--- src/rtl/mau_pkg.sv ---
// Shared definitions for the memory access unit: widths, opcode encodings,
// FSM state type, word stride and small opcode decode helpers.
package mau_pkg;

    localparam int ADDR_W = 16;
    localparam int DATA_W = 16;
    localparam int NREG   = 8;

    localparam logic [1:0] OP_LW = 2'd0;
    localparam logic [1:0] OP_SW = 2'd1;
    localparam logic [1:0] OP_LM = 2'd2;
    localparam logic [1:0] OP_SM = 2'd3;

    // One 16-bit word spans two byte addresses.
    localparam logic [ADDR_W-1:0] WORD_STRIDE = 16'd2;

    typedef enum logic {
        IDLE = 1'b0,
        XFER = 1'b1
    } state_t;

    // Loads (LW/LM) read memory and write the register file.
    function automatic logic is_load_op(input logic [1:0] op);
        return (op == OP_LW) || (op == OP_LM);
    endfunction

    // Multi-register ops (LM/SM) take their register list from the mask.
    function automatic logic is_multi_op(input logic [1:0] op);
        return (op == OP_LM) || (op == OP_SM);
    endfunction

endpackage

--- src/rtl/mem_access_unit_if.sv ---
// Bundle of pipeline request, register-file and data-memory signals of the
// memory access unit. "master" is the unit itself, "slave" is its environment
// (pipeline, register file and memory).
interface mem_access_unit_if;
    import mau_pkg::*;

    logic              req_valid;
    logic              req_ready;
    logic [1:0]        req_op;
    logic [ADDR_W-1:0] req_base;
    logic [NREG-1:0]   req_mask;
    logic [2:0]        req_rd;
    logic [DATA_W-1:0] req_wdata;

    logic [2:0]        rf_rd_idx;
    logic [DATA_W-1:0] rf_rd_data;
    logic              rf_wr_en;
    logic [2:0]        rf_wr_idx;
    logic [DATA_W-1:0] rf_wr_data;

    logic [ADDR_W-1:0] addr;
    logic [DATA_W-1:0] write_data;
    logic              MemRead;
    logic              MemWrite;
    logic [DATA_W-1:0] dm_data;

    logic              done;
    logic              misalign_err;

    modport master (
        input  req_valid, req_op, req_base, req_mask, req_rd, req_wdata,
        input  rf_rd_data, dm_data,
        output req_ready, rf_rd_idx, rf_wr_en, rf_wr_idx, rf_wr_data,
        output addr, write_data, MemRead, MemWrite, done, misalign_err
    );

    modport slave (
        output req_valid, req_op, req_base, req_mask, req_rd, req_wdata,
        output rf_rd_data, dm_data,
        input  req_ready, rf_rd_idx, rf_wr_en, rf_wr_idx, rf_wr_data,
        input  addr, write_data, MemRead, MemWrite, done, misalign_err
    );

endinterface

--- src/rtl/lowest_set_bit8.sv ---
// Combinational priority encoder: index of the lowest set bit of an 8-bit
// mask, plus a flag that is high when exactly one bit is set.
module lowest_set_bit8 (
    input  logic [7:0] mask,
    output logic [2:0] idx,
    output logic       last
);

    // Scan from the top down so the lowest set bit wins; isolate one-hot masks.
    always_comb begin
        idx = 3'd0;
        for (int i = 7; i >= 0; i--) begin
            if (mask[i]) begin
                idx = 3'(i);
            end else begin
                idx = idx;
            end
        end
        last = (mask != 8'd0) && ((mask & (mask - 8'd1)) == 8'd0);
    end

endmodule

--- src/rtl/mem_access_unit.sv ---
// MEM-stage load/store sequencer: LW/SW move one word, LM/SM walk an 8-bit
// register mask in ascending order, one 16-bit word per cycle.
// Optional build macro: LSU_ALIGN_CHECK_EN rejects odd base addresses with a
// done + misalign_err pulse instead of performing any transfer.
module mem_access_unit
    import mau_pkg::*;
(
    input  logic              clk,
    input  logic              rst,
    mem_access_unit_if.master bus
);

    state_t            state_r;
    logic [1:0]        op_r;
    logic [ADDR_W-1:0] addr_r;
    logic [NREG-1:0]   mask_r;
    logic [2:0]        rd_r;
    logic [DATA_W-1:0] wdata_r;
    logic              done_r;
    logic              misalign_r;

    logic [2:0]        cur_idx_s;
    logic              last_s;
    logic              misalign_s;

    logic [2:0]        rf_rd_idx_s;
    logic              rf_wr_en_s;
    logic [2:0]        rf_wr_idx_s;
    logic [DATA_W-1:0] rf_wr_data_s;
    logic [ADDR_W-1:0] addr_s;
    logic [DATA_W-1:0] write_data_s;
    logic              mem_read_s;
    logic              mem_write_s;

    lowest_set_bit8 u_lsb (
        .mask (mask_r),
        .idx  (cur_idx_s),
        .last (last_s)
    );

`ifdef LSU_ALIGN_CHECK_EN
    assign misalign_s = bus.req_base[0];
`else
    assign misalign_s = 1'b0;
`endif

    // Request acceptance, per-word sequencing and the done/error pulses.
    always_ff @(posedge clk or negedge rst) begin
        if (!rst) begin
            state_r    <= IDLE;
            op_r       <= OP_LW;
            addr_r     <= '0;
            mask_r     <= '0;
            rd_r       <= 3'd0;
            wdata_r    <= '0;
            done_r     <= 1'b0;
            misalign_r <= 1'b0;
        end else begin
            case (state_r)
                IDLE: begin
                    done_r     <= 1'b0;
                    misalign_r <= 1'b0;
                    if (bus.req_valid) begin
                        op_r    <= bus.req_op;
                        addr_r  <= bus.req_base;
                        rd_r    <= bus.req_rd;
                        wdata_r <= bus.req_wdata;
                        if (misalign_s) begin
                            done_r     <= 1'b1;
                            misalign_r <= 1'b1;
                        end else if (is_multi_op(bus.req_op)) begin
                            if (bus.req_mask == 8'd0) begin
                                done_r <= 1'b1;
                            end else begin
                                mask_r  <= bus.req_mask;
                                state_r <= XFER;
                            end
                        end else begin
                            // Single-word ops reuse the mask walker with one pseudo-bit.
                            mask_r  <= 8'h01;
                            state_r <= XFER;
                        end
                    end else begin
                        state_r <= IDLE;
                    end
                end
                XFER: begin
                    mask_r <= mask_r & (mask_r - 8'd1);
                    addr_r <= addr_r + WORD_STRIDE;
                    if (last_s) begin
                        state_r <= IDLE;
                        done_r  <= 1'b1;
                    end else begin
                        state_r <= XFER;
                        done_r  <= 1'b0;
                    end
                end
                default: begin
                    state_r <= IDLE;
                    done_r  <= 1'b0;
                end
            endcase
        end
    end

    // Memory and register-file strobes for the word currently being moved.
    always_comb begin
        rf_rd_idx_s  = 3'd0;
        rf_wr_en_s   = 1'b0;
        rf_wr_idx_s  = 3'd0;
        rf_wr_data_s = '0;
        addr_s       = '0;
        write_data_s = '0;
        mem_read_s   = 1'b0;
        mem_write_s  = 1'b0;
        if (state_r == XFER) begin
            addr_s      = addr_r;
            rf_rd_idx_s = cur_idx_s;
            if (is_load_op(op_r)) begin
                mem_read_s   = 1'b1;
                rf_wr_en_s   = 1'b1;
                rf_wr_data_s = bus.dm_data;
                rf_wr_idx_s  = (op_r == OP_LW) ? rd_r : cur_idx_s;
            end else begin
                mem_write_s  = 1'b1;
                write_data_s = (op_r == OP_SW) ? wdata_r : bus.rf_rd_data;
            end
        end else begin
            addr_s = '0;
        end
    end

    assign bus.req_ready    = (state_r == IDLE);
    assign bus.done         = done_r;
    assign bus.misalign_err = misalign_r;
    assign bus.rf_rd_idx    = rf_rd_idx_s;
    assign bus.rf_wr_en     = rf_wr_en_s;
    assign bus.rf_wr_idx    = rf_wr_idx_s;
    assign bus.rf_wr_data   = rf_wr_data_s;
    assign bus.addr         = addr_s;
    assign bus.write_data   = write_data_s;
    assign bus.MemRead      = mem_read_s;
    assign bus.MemWrite     = mem_write_s;

endmodule

--- src/flat_wrapper.sv ---
// flat-port wrapper written by rule: the top's interface ports become plain ports
module mem_access_unit_flat import mau_pkg::*;
  (clk, rst, bus_req_valid, bus_req_op, bus_req_base, bus_req_mask, bus_req_rd, bus_req_wdata, bus_rf_rd_data, bus_dm_data, bus_req_ready, bus_rf_rd_idx, bus_rf_wr_en, bus_rf_wr_idx, bus_rf_wr_data, bus_addr, bus_write_data, bus_MemRead, bus_MemWrite, bus_done, bus_misalign_err);
  mem_access_unit_if bus_i ();
  input  logic clk;
  input  logic rst;
  input wire logic [$bits(bus_i.req_valid)-1:0] bus_req_valid;
  input wire logic [$bits(bus_i.req_op)-1:0] bus_req_op;
  input wire logic [$bits(bus_i.req_base)-1:0] bus_req_base;
  input wire logic [$bits(bus_i.req_mask)-1:0] bus_req_mask;
  input wire logic [$bits(bus_i.req_rd)-1:0] bus_req_rd;
  input wire logic [$bits(bus_i.req_wdata)-1:0] bus_req_wdata;
  input wire logic [$bits(bus_i.rf_rd_data)-1:0] bus_rf_rd_data;
  input wire logic [$bits(bus_i.dm_data)-1:0] bus_dm_data;
  output wire logic [$bits(bus_i.req_ready)-1:0] bus_req_ready;
  output wire logic [$bits(bus_i.rf_rd_idx)-1:0] bus_rf_rd_idx;
  output wire logic [$bits(bus_i.rf_wr_en)-1:0] bus_rf_wr_en;
  output wire logic [$bits(bus_i.rf_wr_idx)-1:0] bus_rf_wr_idx;
  output wire logic [$bits(bus_i.rf_wr_data)-1:0] bus_rf_wr_data;
  output wire logic [$bits(bus_i.addr)-1:0] bus_addr;
  output wire logic [$bits(bus_i.write_data)-1:0] bus_write_data;
  output wire logic [$bits(bus_i.MemRead)-1:0] bus_MemRead;
  output wire logic [$bits(bus_i.MemWrite)-1:0] bus_MemWrite;
  output wire logic [$bits(bus_i.done)-1:0] bus_done;
  output wire logic [$bits(bus_i.misalign_err)-1:0] bus_misalign_err;
  assign bus_i.req_valid = bus_req_valid;
  assign bus_i.req_op = bus_req_op;
  assign bus_i.req_base = bus_req_base;
  assign bus_i.req_mask = bus_req_mask;
  assign bus_i.req_rd = bus_req_rd;
  assign bus_i.req_wdata = bus_req_wdata;
  assign bus_i.rf_rd_data = bus_rf_rd_data;
  assign bus_i.dm_data = bus_dm_data;
  assign bus_req_ready = bus_i.req_ready;
  assign bus_rf_rd_idx = bus_i.rf_rd_idx;
  assign bus_rf_wr_en = bus_i.rf_wr_en;
  assign bus_rf_wr_idx = bus_i.rf_wr_idx;
  assign bus_rf_wr_data = bus_i.rf_wr_data;
  assign bus_addr = bus_i.addr;
  assign bus_write_data = bus_i.write_data;
  assign bus_MemRead = bus_i.MemRead;
  assign bus_MemWrite = bus_i.MemWrite;
  assign bus_done = bus_i.done;
  assign bus_misalign_err = bus_i.misalign_err;
  mem_access_unit u_core (.clk(clk), .rst(rst), .bus(bus_i));
endmodule
--- config.mk ---
export PLATFORM = sky130hd
export DESIGN_NAME = mem_access_unit_flat
export DESIGN_NICKNAME = d
export VERILOG_FILES = /design/src/rtl/mau_pkg.sv /design/src/rtl/mem_access_unit_if.sv /design/src/rtl/lowest_set_bit8.sv /design/src/rtl/mem_access_unit.sv /design/src/flat_wrapper.sv
export SDC_FILE = /design/constraint.sdc
export NUM_CORES = 1
export LEC_CHECK = 0
export ABC_AREA = 0
export CAP_MARGIN = 20
export CORE_AREA = 8 8 94 96
export DETAILED_ROUTE_END_ITERATION = 16
export DIE_AREA = 0 0 102 104
export PLACE_DENSITY = 0.79
export SKIP_LAST_GASP = 1
export SLEW_MARGIN = 15
export SYNTH_ARGS = -nofsm -noshare
export SYNTH_HDL_FRONTEND = slang
export SYNTH_SLANG_ARGS = --single-unit
--- constraint.sdc ---
create_clock -name clk -period 2 [get_ports clk]
set_clock_uncertainty 0.1 [all_clocks]
set_input_delay 0.2 -clock clk [delete_from_list [all_inputs] [get_ports clk]]
set_output_delay 0.2 -clock clk [all_outputs]
set_load 0.01 [all_outputs]
---- Word level (Yosys, flattened, before mapping) ----
Index checks and enable logic that the tools add are counted.
operators by class
  add/sub/neg operators ................... 2
  equality and inequality tests ........... 6
  multiplexer cells ....................... 38
  bitwise logic cells ..................... 2
  reductions and logical operators ........ 9
operators with widths
  operator                 count
  $mux W16                 7
  $mux W3                  12
  $pmux W16 S2             1
  $mux W8                  3
  $add A16 B2 Y16 const B  1
  $logic_not A8 Y1         2
  $pmux W8 S2              1
  $mux W1                  12
  $and A8 B8 Y8            1
  $reduce_bool A8 Y1       1
  $sub A8 B1 Y8 const B    1
  $eq A2 B2 Y1 const B     3
  $pmux W1 S2              2
  $reduce_and A2 Y1        2
  $ne A3 B3 Y1 const B     1
  $eq A2 B1 Y1 const B     1
  $logic_not A2 Y1         1
  $logic_or A1 B1 Y1       2
  $ne A2 B2 Y1 const B     1
  $logic_and A1 B1 Y1      1
  $not A1 Y1               1
word-level totals
  register bits after elaboration ......... 47
  input bits .............................. 80
  output and inout port bits .............. 60
  logic and storage cells ................. 64

---- Logic depth before layout (Yosys ltp) ----
  depth in word-level cells ............... 11
  gate-level depth with buffers ........... 6
  mapped depth without buffers ............ 5

---- Modules after synthesis ----
From an unflattened synthesis, not the netlist that was laid out.
second synthesis, totals
  cells, all modules ...................... 347
  area, all modules ....................... 2889.0 um^2
by module, submodules not included
  module           instances  cells each  area an instance (um^2)  seq. area each (um^2)
  mem_access_unit  1          324         2726.4                   1176.1
  lowest_set_bit8  1          23          162.7                    0.0

---- Worst setup path after synthesis ----
Ideal clock, no wire load.
  path kind ............................... reg2reg
  start ................................... register u_core.mask_r[1]
  end ..................................... register u_core.mask_r[7]
  setup time .............................. 0.125 ns
  arrival time ............................ 1.495 ns
  required time ........................... 1.775 ns
  setup slack ............................. 0.280 ns
  stages on the path, launching flop included .. 6
  buffers on the path ..................... 1
  period minus slack after synthesis ...... 1.720 ns
  cell sequence ........................... dfrtp_1 buf_6 or3b_4 or3_4 o41ai_2 o21ai_1
between the ends
  cells in the longest elaborated chain, start to end .. 3
RTL lines
  what                      line                   RTL
  start: declaration        mem_access_unit.sv:16  logic [NREG-1:0] mask_r;
  start signal: assignment  mem_access_unit.sv:75  mask_r <= bus.req_mask;
  start signal: assignment  mem_access_unit.sv:88  mask_r <= mask_r & (mask_r - 8'd1);
  $sub A8 B1 Y8             mem_access_unit.sv:88
  $and A8 B8 Y8             mem_access_unit.sv:88
  $pmux W8 S2               mem_access_unit.sv:59  case (state_r)
Every way passes these cells.
A chain may end at the register's enable or synchronous reset.

---- Worst setup path after layout ----
  start ................................... register u_core.state_r
  end ..................................... output port bus_addr[2]
between the ends
  cells in the longest elaborated chain, start to end .. 1
RTL lines
  what                      line                    RTL
  start: declaration        mem_access_unit.sv:13   state_t state_r;
  start signal: assignment  mem_access_unit.sv:50   state_r <= IDLE;
  start signal: assignment  mem_access_unit.sv:76   state_r <= XFER;
  start signal: assignment  mem_access_unit.sv:81   state_r <= XFER;
  $mux W16                  mem_access_unit.sv:116  if (state_r == XFER) begin
  end: declaration          flat_wrapper.sv:20      output wire logic [$bits(bus_i.addr)-1:0] bus_addr;
Every way passes these cells.

==> parameters.txt <==
Parameter                              Value

Worst setup path
  Worst-path fanout max    12
  Cell occurring most often along the worst timing path    buf_4
  Setup crit end kind    output pin
  Cell family with most CP delay    buffers and inverters
  Slowest CP cell    clkdlybuf4s50_1
  Critical path's largest stage delay    0.54 ns
  Critical Path Start Type    register
  Crit-path cells    buf_4 > buf_4 > and2_1 > clkdlybuf4s50_1
  Count of buffering cells on the critical path with inverters included    3
  Launch point of the worst reg-to-reg path    u_core.state_r
  Critical path data required time    1.70 ns
  Launching element of the worst setup path    u_core.state_r
  Setup slack on the worst flop-to-flop path    0.19 ns
  Crit Path Class    reg -> out
  Arr. time, crit path    1.66 ns

Synthesis
  Mapped Nets    393
  Average footprint of a synthesized cell    9.36 sq um
  Flop and latch count out of synthesis    47
  Register area share after synthesis    40.3%
  Number of distinct library cells after synthesis    43
  Synth top area share    40.3%
  Combined area of all synthesized cells    0.00292 sq mm
  Cell taking the most area after synthesis    dfrtp_1
  Number of cells produced by synthesis    312
  Cells taking the most area after synthesis    dfrtp_1 (40%), mux2_2 (8.5%), and2_1 (7.3%)
  Warnings, synthesis    0

Power and ir drop
  Power density over the cells    1340 mW/mm^2
  Share of total power in the clock network    10.0%
  Logic gate share of total power    59.9%
  Switching Power    0.00244 W
  Total power    0.00611 W
  Cell-internal power    0.00368 W
  Share of total power in sequential cells    30.1%
  Maximum resistive drop on vdd    0.000633 V
  Net Sw Frac    39.9%
  Cell leakage power    2.09 nW

Floorplan
  Die boundary height    104 um
  Horizontal die dimension    102 um
  # IOs    140
  Total die area    0.0106 sq mm
  Core region area    0.00745 sq mm
  # rows    32
  Initial core utilization    39.2%

Global route
  GRT Total Usage    16.4%
  Antenna violations before repair    0
  Sum of overflow across all layers after global routing    0
  Wire length of the first global-routing pass    14300 um
  Via count of the first global-routing pass    2929
  Maximum number of pins on one net before global-route repair    35

Clock network
  Clock input transition at the sequential cells of the worst setup and hold paths    0.09 ns
  Clock tree root driver cell    clkbuf_8
  Clock tree from TritonCTS    done
  Number of clock buffers inserted by TritonCTS    5
  Number of H-tree branching levels    2
  Number of clock sinks seen by CTS    47
  CTS Buffer Depth    2
  Clock latency reported for the late side of the worst-skew pair    0.29 ns

Route
  Post-detailed-route via-to-cell ratio    5.06
  Routed wire per std cell    15.8 um
  Total number of vias    2842
  Initial DRC Count    117
  Total wire length    8890 um
  Number of nets with antenna violations after detailed routing    0
  DRC errors left    0
  Number of optimization iterations in the first detailed-route pass    4

Timing
  Final-layout setup total negative slack    0 ns
  Final slew viol count    0
  Post-layout worst setup margin    0.0431 ns
  Final worst path period need    1.96 ns
  Fraction of the cycle the final worst path needs    97.8%
  RSZ-0062 raised after global routing    true
  Max Fclk    0.511 GHz
  Worst Max-Slew Pin Slew    0.522 ns
  Worst max-slew margin expressed relative to the limit    65.2%
  Number of setup violations in the final report    0
  Worst hold margin    0.310 ns
  Hold violation total from the final report    0

Final layout
  Fraction of layout instances using a drive strength above 1    18.3%
  Leading cell types in the layout, fill and taps excluded    clkdlybuf4s50_1 (91), dfrtp_1 (47), and2_1 (34)
  Growth of design area from synthesis to finish    56.5%
  Antenna Diode Count    0
  # nets final    540
  Commonest non-fill, non-tap cell in the layout    clkdlybuf4s50_1

Run
  Total of max-cap violations    0

Place
  Worst-case setup slack after placement    -0.0461 ns
  Final HPWL from detailed placement    7090 um
  Final weighted congestion in routability-driven placement    0.823
  Input/output buffers    138

Worst hold path
  Min-Delay Path Class    in -> async

Status
  Result of the run    finished, final reports clean
[sequential cells by signal (all words and copies together) (netlist names)]
| name | cells |
|---|---|
| u_core.addr_r | 16 |
| u_core.op_r | 2 |
| u_core.state_r | 1 |
| u_core.wdata_r | 16 |
| u_core.rd_r | 3 |
| u_core.mask_r | 8 |
| u_core.bus.done | 1 |
[path summary, 6_finish.rpt]
kind	endpoint	cells after the start
setup / recovery	bus_addr[2]	4
hold / removal	u_core.op_r[1]	2
setup reg to reg	u_core.mask_r[6]	5
hold reg to reg	u_core.wdata_r[5]	1
max in group asynchronous	u_core.addr_r[12]	3
min in group clk	u_core.mask_r[6]	3
[Yosys cell counts]
master / number
a21oi_1: 15
dfrtp_1: 47
o41ai_2: 1
or3b_4: 1
mux2i_1: 21
conb_1: 1
buf_1: 1
buf_4: 3
a221oi_1: 1
xnor2_1: 2
buf_2: 7
clkbuf_1: 13
and4_1: 3
o21ai_0: 12
nor4_1: 2
nand2b_1: 3
mux2_2: 22
o21bai_1: 1
a22o_1: 1
xor2_1: 10
nor2_1: 24
inv_1: 8
o221a_2: 1
a21o_1: 1
or3_1: 2
o21ai_1: 7
and2_1: 34
a211oi_1: 12
nor2b_1: 11
nand3_1: 13
o2111ai_1: 1
o211ai_1: 1
or3_4: 1
ha_1: 1
o31ai_1: 1
nand4_1: 4
and3_1: 2
nand2_1: 11
o31a_1: 1
a31oi_1: 2
or4_1: 1
buf_6: 2
nor3_1: 4
[routing by layer]
| layer | GRT usage [%] | part of all wire, % | vias to the layer above |
|---|---|---|---|
| met1 | 17.9 | 39 | 1355 |
| met2 | 30.0 | 52 | 99 |
| li1 | - | - | 1382 |
| met4 | 3.36 | 0.74 | 0 |
| met3 | 4.75 | 8.5 | 6 |
| met5 | 0 | 0 | - |
[worst reg2reg max path, delay by kind of cell, from the launching register on]
kind | cells | cell delay [ns]
buffers and inverters | 1 | 0.16
AND/OR/NAND/NOR | 2 | 0.72
flip-flops | 1 | 0.39
AO/OA/AOI/OAI | 2 | 0.32
[stage by stage]
step                      utilization, %  instances  instance area, sq um
after floorplan                        -        312                  2920
after global routing                61.4        562                  4570
after global placement              60.6        550                  4510
final                               61.4        562                  4570
after detailed placement            60.6        550                  4510
after CTS                           61.9        562                  4610
[power groups by stage]
stage,combinational [W],clock (W),sequential (W)
finish,0.00366,0.000613,0.00184
detailed placement,0.00386,0,0.00184
global route,0.00402,0.000669,0.00190
CTS,0.00375,0.000632,0.00183
floorplan,0.00219,0,0.00168
global placement,0.00379,0,0.00180
[logic make-up after synthesis]
| family | Yosys count | share of synthesized area, % |
|---|---|---|
| other cells | 1 | 0.128 |
| simple gates | 116 | 21.8 |
| compound gates | 58 | 12.5 |
| xor+xnor | 12 | 3.60 |
| buf+inv | 34 | 5.57 |
| flops | 47 | 40.3 |
| mux | 43 | 15.7 |
| fa+ha+maj | 1 | 0.429 |
[final cells by class]
class                      instances  area, sq um
timing repair buffer             166         1540
inverter                           8         30.0
tap                              102          128
clock inverter                     2         16.3
clock buffer                       6         82.6
sequential                        47         1180
multi-input combinational        231         1600
fill                             704         2880
[what timing repair did]
item,in CTS,in global routing
endpoints found under the setup margin,49,34
endpoints found under the hold margin,20,0
hold buffers,1,0
resized for setup,43,47
setup buffers,3,0
cloned,0,0
pin swaps,1,1
Power figures use the tool's default switching activity.
==> edit 1 (same settings) <==
`ADDR_W`: 16 -> 17.
--- a/src/rtl/mau_pkg.sv
+++ b/src/rtl/mau_pkg.sv
@@ -2,7 +2,7 @@
 // FSM state type, word stride and small opcode decode helpers.
 package mau_pkg;
 
-    localparam int ADDR_W = 16;
+    localparam int ADDR_W = 17;
     localparam int DATA_W = 16;
     localparam int NREG   = 8;
 
Ports: changed (resized bus_addr and bus_req_base); port bits go from 140 to 142. The function was not compared with the original's and may differ.
==> edit 1 against the unedited design <==
- the flow now finishes with violations (negative setup slack)
- area after synthesis up 3.2%
- wire length is 8.0% higher
- maximum frequency fell by 2.3%
- setup slack lost 0.046 ns
- synthesized cell count is 3.8% higher
- die area unchanged
- design area is 4.0% higher
- combinational power up 7.7%
- count of clock-buffer cells in the layout is 1 lower
- register-to-register slack lost 0.07 ns
- total power grew 5.4%
- sequential cell count grew 1
- critical path type unchanged
==> edit 1: results (changes against the unedited design) <==
- Largest net degree at the start of global routing: 39 (+11%)
- Worst vdd ir: 0.000577 V (-8.8%)
- Vias in the first global route: 3094 (+5.6%)
- Cells after DPL: 569 (+3.5%)
- Mean Syn Cell Area: 9.30 µm² (-0.61%)
- Clock Latency Late Sink: 0.31 ns (+0.02 ns)
- Final-report setup violation count: 2 (+2)
- CP Max Fanout: 38 (+26)
- Final WL: 9600 µm (+8.0%)
- Met1 usage: 20.8% (+2.9 points)
- Setup TNS: -0.00435 ns (-0.00435 ns)
- Met2 Track Usage GR: 30.6% (+0.56 points)
- Post-synth cell types: 49 (+14%)
- GPL Wtd Cong: 0.890 (+8.1%)
- Min setup slack post-route: -0.00276 ns (-0.0458 ns)
- Length of routed met2 wiring: 4930 µm (+7.0%)
- Total number of vias: 2976 (+4.7%)
- Fraction of layout cells with a size suffix above 1: 17.4% (-0.90 points)
- Failing checks: negative setup slack
- DP Worst Slack: -0.0793 ns (-0.0331 ns)
- Dpl hpwl: 7560 µm (+6.6%)
- Fillers: 635 (-9.8%)
- Final nets: 559 (+3.5%)
- Syn Nets: 406 (+3.3%)
- Global-route wire length before repair: 15300 µm (+6.4%)
- Placed Area: 4670 µm² (+3.5%)
- FF+latch area: 1200 µm² (+2.2%)
- Outcome: finished, violations left
- Lkg Pwr: 2.14 nW (+2.4%)
- WL met3: 652 µm (-14%)
- Fin cells: 580 (+3.2%)
- Port Buffers: 140 (+1.4%)
- Area contributors post-synth: dfrtp_1 40%, mux2_2 8.2%, mux2i_1 7.6%
- Sw frac: 41.1% (+1.2 points)
- GRT Overall Usage: 17.8% (+1.4 points)
- DRT iter0 DRCs: 85 (-27%)
- Seq/Total Area, Yosys: 39.9% (-0.42 points)
[edit 1: cell type report]
cell class	instances	area share, %
Sequential cell	48	25.3
Inverter	9	0.711
Multi-Input combinational cell	240	35.2
Tap cell	102	2.69
Timing Repair Buffer	173	34.2
Clock inverter	3	0.395
Clock buffer	5	1.45
[edit 1: cell families after synthesis]
| family | after synthesis | share of synthesized area (%) |
|---|---|---|
| xor+xnor | 11 | 3.20 |
| simple gates | 122 | 21.5 |
| compound gates | 60 | 13.5 |
| other cells | 1 | 0.124 |
| fa+ha+maj | 1 | 0.415 |
| buf+inv | 36 | 5.52 |
| mux | 45 | 15.9 |
| flops | 48 | 39.9 |
[edit 1: final timing paths]
path,start,to,slack [ns]
min,rst,u_core.addr_r[0]$_DFFE_PN0P_,0.28
min reg2reg,u_core.rd_r[1]$_DFFE_PN0P_,u_core.rd_r[1]$_DFFE_PN0P_,0.42
max reg2reg,u_core.state_r$_DFF_PN0_,u_core.mask_r[6]$_DFFE_PN0P_,0.12
min in group clk,bus_req_mask[2],u_core.mask_r[2]$_DFFE_PN0P_,0.40
max in group asynchronous,rst,u_core.op_r[1]$_DFFE_PN0P_,0.97
max,u_core.state_r$_DFF_PN0_,bus_addr[15],-0.003
[edit 1: repair_timing]
item,4_1_cts,5_1_grt
pin swaps,1,2
buffers inserted,1,1
hold endpoints to repair,17,0
endpoints found under the setup margin,58,22
resized for setup,49,18
hold buffers,1,0
[edit 1: power groups by stage]
| stage | clock, mW | combinational [mW] | sequential (mW) |
|---|---|---|---|
| final | 0.587 | 3.94 | 1.91 |
| after global routing | 0.649 | 4.29 | 1.98 |
| after CTS | 0.599 | 3.94 | 1.89 |
| after detailed placement | 0 | 4.12 | 1.90 |
| after global placement | 0 | 4.03 | 1.88 |
| after floorplan | 0 | 2.30 | 1.74 |
==> edit 2 (same flow settings) <==
Made on the original files. Reset style: synchronous (`rst`), changed in one clocked block.
--- a/src/rtl/mem_access_unit.sv
+++ b/src/rtl/mem_access_unit.sv
@@ -45,7 +45,7 @@
 `endif
 
     // Request acceptance, per-word sequencing and the done/error pulses.
-    always_ff @(posedge clk or negedge rst) begin
+    always_ff @(posedge clk) begin
         if (!rst) begin
             state_r    <= IDLE;
             op_r       <= OP_LW;
Check against the original RTL: differs if rst is asserted again (counterexample within 4 cycles, from zero or initial values and one cycle with rst low); with rst held inactive, the same outputs for 10 cycles.
==> edit 2 against the unedited design <==
- the run now ends with negative setup slack left
- area after synthesis is 5.0% lower
- setup slack worse by 0.058 ns
- critical path depth grew 1
- sequential cell count did not move
- wire length is 15% higher
- via count is 16% higher
- design area increased by 1.8%
Power is not compared: it rests on default switching activity, and its combinational part moved more than twofold at a synthesized area within 25%.
==> edit 2: results (changes against the unedited design) <==
- Mux share of post-synthesis cell area: 6.14% (-9.6 points)
- Placed Area: 4430 µm² (-1.8%)
- Worst path arrival time: 1.72 ns (+0.06 ns)
- Layout clock buffers: 5 (-1)
- Slew at the pin closest to its max-slew limit: 0.511 ns (-0.0109 ns)
- Post-CTS sizing: 52 (+21%)
- Post-synth top cells: 61 x nand2_1, 47 x dfxtp_1, 41 x nor2_1
- FFs & Latches: 47 (unchanged)
- Seq/Total Area, Yosys: 33.9% (-6.4 points)
- Setup TNS: -0.0151 ns (-0.0151 ns)
- Worst hold-check path type: in2reg
- Crit-path slowest cell: or4_4
- Fillers: 679 (-3.6%)
- Ys async rst share: 0% (-100 points)
- Compound-Gate Fraction of Synth Area: 22.3% (+9.8 points)
- Fraction of the mapped netlist area in adder cells: 0.451% (+0.023 points)
- Worst Reg-to-Reg Cells: 4 (-1)
- Failing checks: negative setup slack
- Dpl hpwl: 7630 µm (+7.6%)
- GRT Overall Usage: 18.3% (+1.9 points)
- Outcome: finished, violations left
- Global-route wire length before repair: 16000 µm (+12%)
- Signal buffers share of area: 36.1% (+2.4 points)
- DRT iter0 DRCs: 149 (+27%)
- Area grow syn2layout: 67.8%
- Vias/cell: 5.24 (+3.6%)
- Min setup slack post-route: -0.0151 ns (-0.0582 ns)
- Post-synth cell types: 50 (+16%)
- Final WL: 10200 µm (+15%)
- Final-report setup violation count: 1 (+1)
- Hold WS: 0.337 ns (+0.0264 ns)
- GPL Wtd Cong: 0.860 (+4.5%)
- Crit path max-delay family: simple AND/OR/NAND/NOR gates
- Fraction of layout cells with a size suffix above 1: 14.0% (-4.2 points)
- DP Worst Slack: -0.109 ns (-0.0633 ns)
- Layout clock area frac: 2.47% (+0.31 points)
[edit 2: worst max-delay path by stage]
stage	from	end	slack, ns	depth (start not counted)
floorplan	u_core.state_r$_SDFF_PN0_	bus_rf_wr_idx[0]	0.22	5
global placement	u_core.mask_r[0]$_SDFFE_PN0P_	bus_rf_wr_idx[2]	-0.04	4
detailed placement	u_core.mask_r[0]$_SDFFE_PN0P_	bus_rf_wr_idx[2]	-0.11	4
CTS	u_core.mask_r[0]$_SDFFE_PN0P_	bus_rf_wr_idx[2]	-0.18	5
global route	u_core.mask_r[0]$_SDFFE_PN0P_	bus_rf_wr_idx[2]	-0.06	5
finish	u_core.mask_r[0]$_SDFFE_PN0P_	bus_rf_wr_idx[2]	-0.02	5
[edit 2: kinds of logic (layout without fill, tap and decap cells)]
| kind of cell | after synthesis | in the layout |
|---|---|---|
| muxes | 17 | 17 |
| DFF | 47 | 47 |
| adders and majority gates | 1 | 1 |
| and+or+nand+nor | 177 | 177 |
| buffers and inverters | 37 | 190 |
| other | 1 | 1 |
| AOI/OAI and AO/OA | 95 | 95 |
[edit 2: worst reg2reg max path: cells and delay by family, from the launching register on]
family,cells,cell delay (ns)
flip-flops,1,0.48
AO/OA/AOI/OAI,1,0.17
AND/OR/NAND/NOR,3,1.01
[edit 2: layer usage]
layer / up-vias / part of all wire, % / track usage [%]
met5: - / 0 / 0
met4: 0 / 1.2 / 5.56
met3: 18 / 8.6 / 5.89
met2: 128 / 51 / 32.6
met1: 1537 / 39 / 19.7
li1: 1618 / - / -
[edit 2: metrics by stage]
| step | cells | power [mW] |
|---|---|---|
| global route | 630 | 2.79 |
| CTS | 630 | 2.65 |
| finish | 630 | 2.65 |
| detailed placement | 618 | 1.91 |
| floorplan | 375 | 1.47 |
| global placement | 618 | 1.89 |
